--- src/rtl/ins_queue_reg.sv ---
// ---------------------------------------------------------------------------
// ins_queue_reg
//   Instruction register with a small prefetch FIFO in front of it. The fetch
//   side pushes instruction words into the FIFO. The control unit pulses loadIR
//   to move the oldest queued word into the IR. The opcode and address fields
//   are decoded from the IR.
//
// Parameters
//   INS_W   instruction word width
//   OP_W    opcode width, opcode = IR[INS_W-1 -: OP_W]
//   ADDR_W  address width, address = IR[ADDR_W-1:0] (INS_W >= OP_W+ADDR_W)
//   DEPTH   queue entries, power of two, >= 2
//
// Ports
//   clk        rising-edge clock
//   reset      asynchronous, active-high reset
//   in_valid   fetch word on insin is valid
//   in_ready   queue can accept a word (= !full)
//   insin      fetched instruction word
//   loadIR     pop the queue head into the IR
//   flush      discard the queue and invalidate the IR (IR data is kept)
//   ir_valid   IR holds a valid instruction
//   opcode     opcode field of the IR
//   address    address field of the IR
//   count      number of queued entries
//   empty      count == 0
//   full       count == DEPTH
//   underflow  sticky flag: loadIR was seen with no word available
//
// Build option
//   INSQ_BYPASS_EN: when the queue is empty and loadIR and in_valid are both
//   high, insin goes straight into the IR instead of through the queue.
//
// Handshake
//   Fetch side: a word transfers on a rising edge where in_valid && in_ready
//   and flush is low. in_ready depends only on registered state, so a word
//   offered while full is simply not taken. The producer keeps in_valid and
//   insin stable until the transfer happens.
// ---------------------------------------------------------------------------
module ins_queue_reg #(
   parameter int INS_W  = 16,
   parameter int OP_W   = 4,
   parameter int ADDR_W = 12,
   parameter int DEPTH  = 4
) (
   input  logic                         clk,
   input  logic                         reset,
   input  logic                         in_valid,
   output logic                         in_ready,
   input  logic [INS_W-1:0]             insin,
   input  logic                         loadIR,
   input  logic                         flush,
   output logic                         ir_valid,
   output logic [OP_W-1:0]              opcode,
   output logic [ADDR_W-1:0]            address,
   output logic [$clog2(DEPTH+1)-1:0]   count,
   output logic                         empty,
   output logic                         full,
   output logic                         underflow
);

   localparam int CW = $clog2(DEPTH + 1);
   localparam int PW = $clog2(DEPTH);

   logic [INS_W-1:0] mem [DEPTH];
   logic [PW-1:0]    wr_ptr;
   logic [PW-1:0]    rd_ptr;
   logic [CW-1:0]    cnt;
   logic [INS_W-1:0] ir;
   logic             ir_vld;
   logic             uflow;

   logic             miss;     // loadIR with nothing queued
   logic             bypass;   // the miss is served directly from insin
   logic             do_push;
   logic             do_pop;

   // Circular pointer advance. The wrap is written out explicitly so the
   // intent is clear, even though DEPTH is a power of two.
   function automatic logic [PW-1:0] ptr_next(input logic [PW-1:0] p);
      if (p == PW'(DEPTH - 1)) begin
         return '0;
      end
      return p + PW'(1);
   endfunction

   // ---------------------------------------------------------------------
   // Status and decode. All of these come only from registers.
   // ---------------------------------------------------------------------
   assign empty     = (cnt == '0);
   assign full      = (cnt == CW'(DEPTH));
   assign in_ready  = !full;
   assign count     = cnt;
   assign ir_valid  = ir_vld;
   assign underflow = uflow;
   assign opcode    = ir[INS_W-1 -: OP_W];
   assign address   = ir[ADDR_W-1:0];

   // ---------------------------------------------------------------------
   // Transfer decisions. Flush overrides every other action.
   // ---------------------------------------------------------------------
   always_comb begin
      bypass = 1'b0;
      miss   = loadIR & empty & !flush;
`ifdef INSQ_BYPASS_EN
      bypass = miss & in_valid;
`endif
      // In the bypass case the word goes to the IR, so it must not also be
      // queued.
      do_push = in_valid & !full & !flush & !bypass;
      do_pop  = loadIR & !empty & !flush;
   end

   // ---------------------------------------------------------------------
   // Queue storage. This array has no reset. An entry is read only after it
   // has been written, because cnt gates every pop.
   // ---------------------------------------------------------------------
   always_ff @(posedge clk) begin
      if (do_push) begin
         mem[wr_ptr] <= insin;
      end
   end

   // ---------------------------------------------------------------------
   // Pointers, occupancy and IR state
   // ---------------------------------------------------------------------
   always_ff @(posedge clk or posedge reset) begin
      if (reset) begin
         wr_ptr <= '0;
         rd_ptr <= '0;
         cnt    <= '0;
         ir     <= '0;
         ir_vld <= 1'b0;
         uflow  <= 1'b0;
      end else if (flush) begin
         // IR data is kept on purpose: the decoded fields keep showing the
         // stale instruction, and ir_valid marks it as invalid.
         wr_ptr <= '0;
         rd_ptr <= '0;
         cnt    <= '0;
         ir_vld <= 1'b0;
         uflow  <= 1'b0;
      end else begin
         if (do_push) begin
            wr_ptr <= ptr_next(wr_ptr);
         end
         if (do_pop) begin
            rd_ptr <= ptr_next(rd_ptr);
         end

         // A push and a pop in the same cycle leave cnt unchanged.
         case ({do_push, do_pop})
            2'b10:   cnt <= cnt + CW'(1);
            2'b01:   cnt <= cnt - CW'(1);
            default: cnt <= cnt;
         endcase

         if (do_pop) begin
            ir     <= mem[rd_ptr];
            ir_vld <= 1'b1;
         end else if (bypass) begin
            ir     <= insin;
            ir_vld <= 1'b1;
         end else if (miss) begin
            // No word is available: the IR keeps its old bits but is no
            // longer valid, and the miss is recorded until flush or reset.
            ir_vld <= 1'b0;
            uflow  <= 1'b1;
         end
      end
   end

endmodule

--- config.mk ---
export PLATFORM = sky130hd
export DESIGN_NAME = ins_queue_reg
export DESIGN_NICKNAME = d
export VERILOG_FILES = /design/src/rtl/ins_queue_reg.sv
export SDC_FILE = /design/constraint.sdc
export NUM_CORES = 1
export LEC_CHECK = 0
export BUFFER_PORTS_ARGS = -buffer_cell sky130_fd_sc_hd__clkbuf_2
export CAP_MARGIN = 30
export CELL_PAD_IN_SITES_DETAIL_PLACEMENT = 1
export CELL_PAD_IN_SITES_GLOBAL_PLACEMENT = 1
export CORE_AREA = 4 4 97 99
export CTS_CLUSTER_DIAMETER = 50
export CTS_CLUSTER_SIZE = 16
export DETAILED_ROUTE_END_ITERATION = 8
export DIE_AREA = 0 0 101 103
export GPL_TIMING_DRIVEN = 0
export PLACE_DENSITY_LB_ADDON = 0.3
export REMOVE_ABC_BUFFERS = 1
export SLEW_MARGIN = 5
export SYNTH_ARGS = -nofsm -noshare
export SYNTH_HDL_FRONTEND = slang
export SYNTH_SLANG_ARGS = --single-unit
--- constraint.sdc ---
create_clock -name clk -period 3.4 [get_ports clk]
set_clock_uncertainty 0.2 [all_clocks]
set_input_delay 0.85 -clock clk [delete_from_list [all_inputs] [get_ports clk]]
set_output_delay 0.85 -clock clk [all_outputs]
set_load 0.01 [all_outputs]
# ---- Yosys cells after proc, flatten, opt, wreduce, memory -nomap -nowiden
# Memory sizes are Yosys's and may differ from the RTL's. A register that Yosys moved wholly into a read port is not among the register bits.
# Cells that the tools add are included.
dict set report op_classes {
  eq_ne 6
  bitwise_logic 7
  addsub 4
  n_reduce_logical 11
  muxes 24
}
# op n
set op_table {}
lappend op_table {{$mux 2} 8}
lappend op_table {{$mux 1} 14}
lappend op_table {{$and 1x1->1} 6}
lappend op_table {{$eq 2x2->1 const B} 3}
lappend op_table {{$pmux 3 s2} 1}
lappend op_table {{$reduce_bool 2->1} 3}
lappend op_table {{$reduce_bool 3->1} 2}
lappend op_table {{$add 2x1->2 const B} 2}
lappend op_table {{$reduce_and 2->1} 2}
lappend op_table {{$add 3x1->3 const B} 1}
lappend op_table {{$eq 3x3->1 const B} 1}
lappend op_table {{$logic_not 1->1} 3}
lappend op_table {{$logic_not 3->1} 1}
lappend op_table {{$mux 3} 1}
lappend op_table {{$sub 3x1->3 const B} 1}
lappend op_table {{$eq 2x1->1 const B} 1}
lappend op_table {{$ne 2x2->1 const B} 1}
lappend op_table {{$not 1->1} 1}
dict set report totals {
  memories 1
  register_bits 9
  out_inout_bits 24
  mem_bits_rw 64
  input_bits 21
}
# name depth word_bits rd rd_ports_with_merged_regs wr line
set mem_list {}
lappend mem_list {mem 4 16 1 1 1 65} ;# logic [INS_W-1:0] mem [DEPTH];

# ---- Logic depth before layout (Yosys ltp)
# Gate-level depths: netlist of run 1.
dict set report depth {
  depth_word 9
  ltp_mapped 9
}

# ---- Worst setup path after synthesis of run 1
# Ideal clock, no wire load.
dict set report synth_path {
  path_kind {in2reg}
  startpoint {in in_valid}
  endpoint {mem mem[0][0], enable pin}
  arrival_time_ns 2.553
  slack_ns 0.234
  setup_ns 0.413
  path_stages 3
  path_cell_list {clkbuf_1 > nand2_1 > nor3b_1}
}
dict set report synth_via {
  elab_chain_len 4
}
# item line
set synth_rtl {}
lappend synth_rtl {{start: declaration} 48} ;# input logic in_valid,
lappend synth_rtl {{$and 1x1->1 (2 in series)} 110} ;# do_push = in_valid & !full & !flush & !bypass;
lappend synth_rtl {{$mux 1} 119} ;# if (do_push) begin
lappend synth_rtl {{$mux 1 (not written as such)} 120} ;# mem[wr_ptr] <= insin;
lappend synth_rtl {{end: declaration} 65}
# Every way passes these cells.

# ---- Final worst setup path of run 1
dict set report layout_path {
  startpoint {reg cnt[0], in the netlist count[0]}
  endpoint {reg cnt[2], in the netlist count[2]}
}
dict set report layout_via {
  elab_chain_len 7
  elab_cells_between_ends 15
  cone_classes {add/sub (2); eq/ne (3); mux (2); bitwise (4); reduce/logical (4)}
}
# item line
set layout_rtl {}
lappend layout_rtl {{start: declaration} 68} ;# logic [CW-1:0] cnt;
lappend layout_rtl {{start signal: assignment} 153} ;# 2'b10: cnt <= cnt + CW'(1);
lappend layout_rtl {{start signal: assignment} 154} ;# 2'b01: cnt <= cnt - CW'(1);
lappend layout_rtl {{start signal: assignment} 155} ;# default: cnt <= cnt;
lappend layout_rtl {{$eq 3x3->1 or $logic_not 3->1 (tied branches)} {91, 90}}
lappend layout_rtl {{$logic_not 1->1, on equally long branches} {110, 111}}
lappend layout_rtl {{$and 1x1->1, on equally long branches (2 in series)} {110, 111}}
lappend layout_rtl {{$eq 2x1->1 or $eq 2x2->1 (tied branches)} 152} ;# case ({do_push, do_pop})
lappend layout_rtl {{$pmux 3 s2} 152}
lappend layout_rtl {{$mux 3} 135} ;# end else if (flush) begin
# Several ways; a longest one is shown, not always the timed one.
# A chain may end at the register's enable or synchronous reset.

==> metrics.md, run 1 <==
| Metric | Value |
|---|---|
| Comb pwr share | 18.1% |
| RSZ-0062 raised after global routing | false |
| DRT Pass-1 Iters | 4 |
| Leak pwr | 1.58 nW |
| First DRT Iteration DRCs | 70 |
| Crit path depth | 7 |
| WP data required | 3470 ps |
| PnR worst setup slack | about 620 ps |
| Clock Sinks | 89 |
| Bufs and invs on worst path | 0 |
| Asr flop ratio synth | between 20% and 30% |
| Yosys warnings | 0 |
| Top Metal Used | met4 |
| Pwr per Cell Area | 597 mW/mm2 |
| Hpwl dp | ~4800 um |
| Die area | approximately 0.010 mm2 |
| Initial antenna violation count | 0 |
| Peak fanout along the critical path | 11 |
| Final ANT Viol Nets | 0 |
| Std cell rows | 34 |
| Int Power | about 1.9 mW |
| Yosys cell types | 34 |
| P_sw | about 640 uW |
| Net Sw Frac | approximately 25% |
| Commonest non-fill, non-tap cell in the layout | edfxtp_1 |
| Seq pwr share | 54.3% |
| Top FF cell, synth | edfxtp_1 |
| Met3 Routed Length | ~320 um |
| Critical path type | flop to flop |
| Placed cells | 340 |
| Vias in the first global route | slightly below 2000 |
| Mean Syn Cell Area | 19.0 um2 |
| Core ar. | approximately 0.0086 mm2 |
| Post-synth EDFFs | 64 |
| Filler cells | 823 |
| RD Place Congestion | approximately 0.69 |
| Worst-case vdd ir drop | ~0.32 mV |
| Post-Route M1 WL | 2920 um |
| Post-cts sizing count | 0 |
| Top Family by Delay on Critical Path | simple AND/OR/NAND/NOR gates |
| Worst Tran Pin Value | ~820 ps |
| Slew HR | 45.0% |
| WHS Path Cells | 2 |
| PortBufs | 44 |
| Total number of vias | ~1900 |
| Register area share after synthesis | a little under three quarters |
| Max frequency | about 360 MHz |
| Commonest cells after routing, fill and taps aside | 64 x edfxtp_1, 44 x clkbuf_2, 25 x dfrtp_1, 16 x mux4_2 |
| Clk pwr share | approximately 28% |
| CTS Buffer Depth | 2 |
| Minimum clock period | 2780 ps |
| Final Max Tran Viols | 0 |
| Worst endpoint data arrival time | between 2000 and 3000 ps |
| Worst hold path class | flop to flop |
| Cts hold-fix bufs | 0 |
| DR WL met2 | about 3500 um |
| ANT cells | 0 |
| Root buf cell | clkbuf_8 |
| Critical path endpoint category | flop |
| Final Instance Count excl. Fillers | 357 |
| Final cycle utilization of the critical path | 81.9% |
| Area of the mapped netlist | roughly 0.0036 mm2 |
| FF-to-FF path depth | 7 |
| Clock transition at path regs | around 90 ps |
| Worst Setup Start Kind | flop |
| Post-DR wirelength/cell | approximately 19 um |
| Max_cap viols | 0 |
| Post-Place Setup Slack | 359 ps |
| Total negative slack | 0 ps |
| Final setup violating endpoints | 0 |
| H-tree depth | 3 |
| DR vias/cell | 5.18 |
| Gr usage total | about 14% |
| Total CTS buffers | 9 |
| Pin count of the biggest net entering global routing | 19 |
| Outcome | finished clean |
| Initial Utilization | a little over two fifths |
| Final hold vios | 0 |
| Crit-path slowest cell | dfrtp_1 |
| Global-route wire length before repair | about 11000 um |
| IO Count | 45 |
| Final hold slack | around 300 ps |
| # nets final | approximately 270 |
| DIE WIDTH | between 100 and 150 um |
| Synth Register Bits | between 80 and 90 |
| Post-CTS setup buffer count | 0 |
| Die Span Y | between 100 and 150 um |
| Area growth from synthesis to layout | 17.7% |
| DRC | 0 |
| Share of cells above drive strength 1 | a little over two fifths |
| CTS tree | yes |
| Crit-path max cell delay | around 560 ps |
| Total Routed Length | approximately 6800 um |
| Worst-Skew Late Latency | 350 ps |
| Cells after Synth | between 150 and 200 |
| Crit-path cells | o31ai_4 -> nor2_2 -> and2_1 -> fa_1 -> nand2b_1 -> or4_1 -> a31oi_1 |
| GR Overflow Total | 0 |
## path summary, 6_finish.rpt
| kind | slack (ps) | end | from |
|---|---|---|---|
| min | 300 | underflow | underflow |
| min reg2reg | 300 | underflow | underflow |
| max | 620 | count[2] | count[0] |
| max in group asynchronous | 2140 | ir[1] | reset |
| max reg2reg | 620 | count[2] | count[0] |
| min in group asynchronous | 350 | ir[14] | reset |
## cells by family (layout without fill, tap and decap cells)
family / Yosys count / count (layout) / synth area share (%)
xor gates and xnor gates: 1 / 1 / 0.244
DFF: 89 / 89 / 70.9
adders and majority gates: 6 / 6 / 2.30
muxes: 34 / 34 / 16.6
AOI/OAI and AO/OA: 16 / 16 / 3.31
buffers and inverters: 17 / 77 / 2.72
and+or+nand+nor: 26 / 26 / 3.97
## worst min-delay path: cells and delay by family, from the launching register on
family	cells	cell delay, ps
DFF	1	350
and+or+nand+nor	1	70
AOI/OAI and AO/OA	1	40
## stage by stage
step / util (%) / total power, mW / instance area, um2
after detailed placement: 47.2 / 1.87 / 4040
after CTS: 49.4 / 2.56 / 4220
after global routing: 49.5 / 2.67 / 4230
final: 49.5 / 2.53 / 4230
after global placement: 45.3 / 1.83 / 3880
after floorplan: - / 1.65 / 3520
## layout make-up
type                       count  area [um2]  area share [%]
timing repair buffer          54         365            8.64
multi-input combinational     83         968            22.9
tap                          108         135            3.20
sequential                    89        2550            60.2
inverter                       7        26.3           0.621
clock buffer                  11         131            3.11
clock inverter                 5        55.1            1.30
## sequential cells by signal (all words and copies together) (netlist names)
register / cells
wr_ptr: 2
ir: 16
underflow: 1
ir_valid: 1
mem: 64
rd_ptr: 2
count: 3
## Yosys cell counts, drive strengths merged (2+ instances only)
master	number	share of area, %
buf	7	1.7
nand3	3	0.42
a21oi	5	0.70
dfrtp	25	17
or4	2	0.42
nor2	7	0.80
mux4	16	10
a211oi	2	0.42
inv	7	0.73
nor3b	4	0.84
nand2	4	0.42
mux2	17	6.3
o2111ai	2	0.49
ha	5	1.7
edfxtp	64	53
clkbuf	3	0.31
o21ai	2	0.28
## power groups by stage
stage	Sequential, mW	Combinational [mW]	Clock, mW
3_3_place_gp	1.41	0.421	0
2_1_floorplan	1.44	0.209	0
6_report	1.37	0.456	0.697
5_1_grt	1.39	0.496	0.781
4_1_cts	1.38	0.468	0.718
3_5_place_dp	1.40	0.466	0
## per-layer routing
metal  global-route usage, %  vias to the layer above
li1                        -                      845
met1                    18.8                      952
met2                    23.4                       47
met3                    4.74                        7
met4                    3.37                        0
met5                       0                        -
No activity file was read; power rests on OpenSTA's default activity.
==> run 2: changes to the inputs <==
clock period = 2.5 ns   (was 3.4 ns; I/O delays follow)
==> metrics.md, run 2 (synthesized netlist as in run 1, its figures left out) <==
| Metric | Value |
|---|---|
| Outcome | finished clean (unchanged) |
| Final core utilization | 50.7% (was 49.5%) |
| Largest Register | mem (unchanged) |
| Share of cells above drive strength 1 | 48.2% (was 43.0%) |
| PortBufs | 44 (unchanged) |
| DRC | 0 (unchanged) |
| Bufs and invs on worst path | 0 (unchanged) |
| PnR worst setup slack | 65.6 ps (was 615 ps) |
| Clock transition at path regs | 90 ps (about the same) |
| IO Count | 45 (unchanged) |
| Post-Place Setup Slack | -316 ps (was 359 ps) |
| Commonest non-fill, non-tap cell in the layout | edfxtp_1 (unchanged) |
| WP data required | 2570 ps (was 3470 ps) |
| Worst setup path startpoint | count[0] (unchanged) |
| Worst endpoint data arrival time | 2500 ps (was 2860 ps) |
| Final ANT Viol Nets | 0 (unchanged) |
| Global-route wire length before repair | 11100 um (was 10900 um) |
| FF-to-FF Start | count[0] (unchanged) |
| Critical path endpoint category | flop (unchanged) |
| H-tree depth | 3 (unchanged) |
| Final hold vios | 0 (unchanged) |
| Final cycle utilization of the critical path | 97.4% (was 81.9%) |
| Top Family by Delay on Critical Path | simple AND/OR/NAND/NOR gates (unchanged) |
| ANT cells | 0 (unchanged) |
| Register area | 0.00255 mm2 (about the same) |
| Clock Sinks | 89 (unchanged) |
| Multi-input logic area | 0.00101 mm2 (was 968 um2) |
| Worst-Skew Late Latency | 350 ps (about the same) |
| Max_cap viols | 0 (unchanged) |
| Gr usage total | 14.6% (was 14.3%) |
| Total negative slack | 0 ps (unchanged) |
| Filler cells | 822 (was 823) |
| Worst hold path class | input pin to asynchronous set/reset pin (was flop to flop) |
| RD Place Congestion | 0.690 (unchanged) |
| DR vias/cell | 5.15 (was 5.18) |
| Vias in the first global route | 2024 (was 1963) |
| Root buf cell | clkbuf_8 (unchanged) |
| # nets final | 279 (was 271) |
| Core ar. | 0.00855 mm2 (unchanged) |
| GR Overflow Total | 0 (unchanged) |
| Crit-path max cell delay | 470 ps (was 560 ps) |
| FF-to-FF path depth | 7 (unchanged) |
| Worst-case vdd ir drop | 0.431 mV (was 0.315 mV) |
| CTS Buffer Depth | 2 (unchanged) |
| Pin count of the biggest net entering global routing | 19 (unchanged) |
| Total number of vias | 1879 (was 1851) |
| Pwr Total | 3.47 mW (was 2.53 mW) |
| Crit path depth | 7 (unchanged) |
| Total Routed Length | 6970 um (was 6820 um) |
| Peak fanout along the critical path | 5 (was 11) |
| Max reg flops | 64 (unchanged) |
| Leak pwr | 1.62 nW (was 1.58 nW) |
| Std cell rows | 34 (unchanged) |
| Pwr per Cell Area | 801 mW/mm2 (was 597 mW/mm2) |
| Commonest cells after routing, fill and taps aside | 64 x edfxtp_1, 44 x clkbuf_2, 22 x dfrtp_1, 16 x mux4_2, 10 x buf_4 (was 64 x edfxtp_1, 44 x clkbuf_2, 25 x dfrtp_1, 16 x mux4_2) |
| Initial Utilization | 42.0% (unchanged) |
| Final hold slack | 130 ps (was 301 ps) |
| Hpwl dp | 4820 um (unchanged) |
| DRT Pass-1 Iters | 5 (was 4) |
| Post-DR wirelength/cell | 19.1 um (about the same) |
| Total CTS buffers | 9 (unchanged) |
| Cts hold-fix bufs | 0 (unchanged) |
| Area growth from synthesis to layout | 20.5% (was 17.7%) |
| Minimum clock period | 2430 ps (was 2780 ps) |
| Critical path type | flop to flop (unchanged) |
| Die area | 0.0104 mm2 (unchanged) |
| Crit-path cells | o31ai_4 -> nor2_4 -> and2_1 -> fa_1 -> nand2b_4 -> or4_4 -> a31oi_2 (was o31ai_4 -> nor2_2 -> and2_1 -> fa_1 -> nand2b_1 -> or4_1 -> a31oi_1) |
| Initial antenna violation count | 0 (unchanged) |
| Die Span Y | 103 um (unchanged) |
| Worst Setup Start Kind | flop (unchanged) |
| First DRT Iteration DRCs | 84 (was 70) |
| Max frequency | 411 MHz (was 359 MHz) |
| Slew HR | 44.2% (was 45.0%) |
| Final setup violating endpoints | 0 (unchanged) |
| DIE WIDTH | 101 um (unchanged) |
| Crit-path slowest cell | dfrtp_2 (was dfrtp_1) |
| Final Max Tran Viols | 0 (unchanged) |
| Worst Tran Pin Value | 833 ps (was 821 ps) |
| CTS tree | yes (unchanged) |
[run 2: path summary, 6_finish.rpt]
| check | end | slack (ps) |
|---|---|---|
| setup / recovery | count[2] | 70 |
| setup reg to reg | count[2] | 70 |
| min in group clk | mem[2][14] | 300 |
| max in group asynchronous | count[0] | 1470 |
| hold reg to reg | underflow | 300 |
| hold / removal | ir[14] | 130 |
[run 2: layer usage]
layer	vias up	part of all wire, %	global-route usage, %
met4	0	0.52	3.37
li1	863	-	-
met2	44	52	24.3
met3	6	4.5	4.74
met1	966	43	18.9
met5	-	0	0
[run 2: what timing repair did]
item                                    CTS  global route
buffers inserted                          7             2
resized for setup                         7             5
pin swaps                                 2             3
endpoints found under the setup margin   40             1
[run 2: layout make-up]
type / count / area share, %
sequential: 89 / 58.9
clock buffer: 11 / 3.03
inverter: 7 / 0.607
timing repair buffer: 62 / 9.82
tap: 108 / 3.12
clock inverter: 5 / 1.27
multi-input combinational: 83 / 23.3
[run 2: stage by stage]
step,instance area (um2),cells
floorplan,3520,179
global placement,3880,331
detailed placement,4040,340
CTS,4290,363
global route,4330,365
finish,4330,365
[run 2: where the power goes]
part,total (mW),switching (mW),internal [mW]
registers,1.86,0.105,1.76
logic,0.657,0.293,0.364
clock network,0.952,0.490,0.462
[run 2: worst register-to-register path, cell delays in order (launching register included)]
cell and delay (ps):
dfrtp_2 470, o31ai_4 340, nor2_4 70, and2_1 180, fa_1 390, nand2b_4 160
or4_4 410, a31oi_2 130
==> run 3: changes to the inputs <==
CORE_AREA = 2 2 95 97   (was 4 4 97 99)
DIE_AREA = 0 0 97 99   (was 0 0 101 103)
PLACE_DENSITY = 0.78   (was default)
PLACE_DENSITY_LB_ADDON = default   (was 0.3)
==> metrics.md, run 3 (synthesized netlist as in run 1, its figures left out) <==
| Metric | Value |
|---|---|
| Outcome | finished clean (unchanged) |
| Worst Setup Start Kind | flop (unchanged) |
| Slew HR | 36.6% (was 44.2%) |
| First DRT Iteration DRCs | 76 (was 84) |
| Max frequency | 411 MHz (about the same) |
| Core ar. | 0.00855 mm2 (unchanged) |
| Final Max Tran Viols | 0 (unchanged) |
| Leak pwr | 1.60 nW (was 1.62 nW) |
| Worst-Skew Late Latency | 360 ps (was 350 ps) |
| Critical path type | flop to flop (unchanged) |
| Total number of vias | 1886 (was 1879) |
| CTS Buffer Depth | 2 (unchanged) |
| Worst-case vdd ir drop | 0.483 mV (was 0.431 mV) |
| Pwr per Cell Area | 807 mW/mm2 (was 801 mW/mm2) |
| Worst endpoint data arrival time | 2300 ps (was 2500 ps) |
| Final setup violating endpoints | 0 (unchanged) |
| IO Count | 45 (unchanged) |
| Crit-path max cell delay | 810 ps (was 470 ps) |
| Final hold vios | 0 (unchanged) |
| Worst hold path class | input pin to asynchronous set/reset pin (unchanged) |
| Pwr Total | 3.43 mW (was 3.47 mW) |
| Crit-path cells | or3b_4 -> nand2_2 -> nor3b_2 -> buf_4 (was o31ai_4 -> nor2_4 -> and2_1 -> fa_1 -> nand2b_4 -> or4_4 -> a31oi_2) |
| Clock Sinks | 89 (unchanged) |
| Root buf cell | clkbuf_8 (unchanged) |
| Final cycle utilization of the critical path | 97.4% (about the same) |
| PortBufs | 44 (unchanged) |
| DRT Pass-1 Iters | 4 (was 5) |
| Global-route wire length before repair | 10600 um (was 11100 um) |
| Clock transition at path regs | 100 ps (was 90 ps) |
| Largest Register | mem (unchanged) |
| RD Place Congestion | 0.726 (was 0.690) |
| # nets final | 276 (was 279) |
| WP data required | 2370 ps (was 2570 ps) |
| Commonest non-fill, non-tap cell in the layout | edfxtp_1 (unchanged) |
| Crit-path slowest cell | nor3b_2 (was dfrtp_2) |
| ANT cells | 0 (unchanged) |
| CTS tree | yes (unchanged) |
| Peak fanout along the critical path | 10 (was 5) |
| DIE WIDTH | 97 um (was 101 um) |
| Total Routed Length | 6540 um (was 6970 um) |
| H-tree depth | 3 (unchanged) |
| Post-DR wirelength/cell | 18.1 um (was 19.1 um) |
| Share of cells above drive strength 1 | 47.2% (was 48.2%) |
| Pin count of the biggest net entering global routing | 19 (unchanged) |
| Max_cap viols | 0 (unchanged) |
| Minimum clock period | 2430 ps (about the same) |
| Die Span Y | 99 um (was 103 um) |
| Std cell rows | 34 (unchanged) |
| Register area | 0.00255 mm2 (unchanged) |
| Critical path endpoint category | flop (unchanged) |
| DRC | 0 (unchanged) |
| DR vias/cell | 5.21 (was 5.15) |
| GR Overflow Total | 0 (unchanged) |
| Vias in the first global route | 2012 (was 2024) |
| Worst Tran Pin Value | 947 ps (was 833 ps) |
| Commonest cells after routing, fill and taps aside | 64 x edfxtp_1, 44 x clkbuf_2, 22 x dfrtp_1, 16 x mux4_2, 13 x buf_4 (was 64 x edfxtp_1, 44 x clkbuf_2, 22 x dfrtp_1, 16 x mux4_2, 10 x buf_4) |
| Hpwl dp | 4530 um (was 4820 um) |
| Total CTS buffers | 9 (unchanged) |
| Initial antenna violation count | 0 (unchanged) |
| Multi-input logic area | 978 um2 (was 0.00101 mm2) |
| Final ANT Viol Nets | 0 (unchanged) |
| Max reg flops | 64 (unchanged) |
| Total negative slack | 0 ps (unchanged) |
| Cts hold-fix bufs | 0 (unchanged) |
| RSZ-0062 raised after global routing | true |
| Area growth from synthesis to layout | 18.3% (was 20.5%) |
| Die area | 0.00960 mm2 (was 0.0104 mm2) |
| Filler cells | 803 (was 822) |
| Gr usage total | 14.7% (was 14.6%) |
| Final Instance Count excl. Fillers | 362 (was 365) |
| Initial Utilization | 42.0% (unchanged) |
| Placed cells | 338 (was 340) |
[run 3: changes by cell type in the layout (fill, tap and decap cells not counted), sizes merged]
cell	previous run	this run
inv	8	10
clkbuf	55	53
bufinv	1	0
buf	18	15
clkinv	2	3
[run 3: area by class of cell]
| class | instances | share of cell area [%] |
|---|---|---|
| multi-input cells | 83 | 23.0 |
| clock inverters | 7 | 1.50 |
| repair buffers | 59 | 8.77 |
| well taps | 108 | 3.18 |
| clock buffers | 9 | 2.91 |
| inverters | 7 | 0.618 |
| flip-flops and latches | 89 | 60.0 |
[run 3: timing repair]
action | CTS | global route
setup buffers | 9 | 0
pin swaps | 2 | 1
endpoints found under the setup margin | 34 | 23
resized for setup | 4 | 2
[run 3: power breakdown]
group	internal (mW)	switching (mW)	leakage, nW
Combinational	0.351	0.279	0.617
Sequential	1.76	0.118	0.889
Clock	0.380	0.546	0.0934
[run 3: final timing paths]
| path | startpoint | to | slack [ps] | cells past startpoint |
|---|---|---|---|---|
| min | reset | ir[2] | 110 | 2 |
| min in group clk | insin[1] | mem[3][1] | 280 | 1 |
| min reg2reg | underflow | underflow | 310 | 2 |
| max | count[2] | mem[1][0] | 70 | 4 |
| max in group asynchronous | reset | wr_ptr[0] | 1490 | 3 |
| max reg2reg | count[2] | mem[1][0] | 70 | 4 |
[run 3: through the flow]
stage	setup slack, ps	cell area, um2	utilization (%)	hold slack [ps]
finish	66.0	4250	49.7	107
global route	-52.5	4250	49.7	139
CTS	-33.6	4250	49.7	121
detailed placement	-467	4000	46.8	298
global placement	-1240	3880	45.3	287
floorplan	-354	3520	-	326
[run 3: worst max-delay path, delay by kind of cell (launching register included)]
family / cells / cell delay [ps]
buffers and inverters: 1 / 310
DFF: 1 / 450
and+or+nand+nor: 3 / 1190
[run 3: routing by layer]
| metal | GRT usage, % | vias to the layer above | part of all wire, % |
|---|---|---|---|
| met5 | 0 | - | 0 |
| met4 | 4.88 | 0 | 1.5 |
| met3 | 3.90 | 11 | 4.3 |
| met2 | 26.3 | 35 | 53 |
| met1 | 17.3 | 987 | 41 |
| li1 | - | 853 | - |
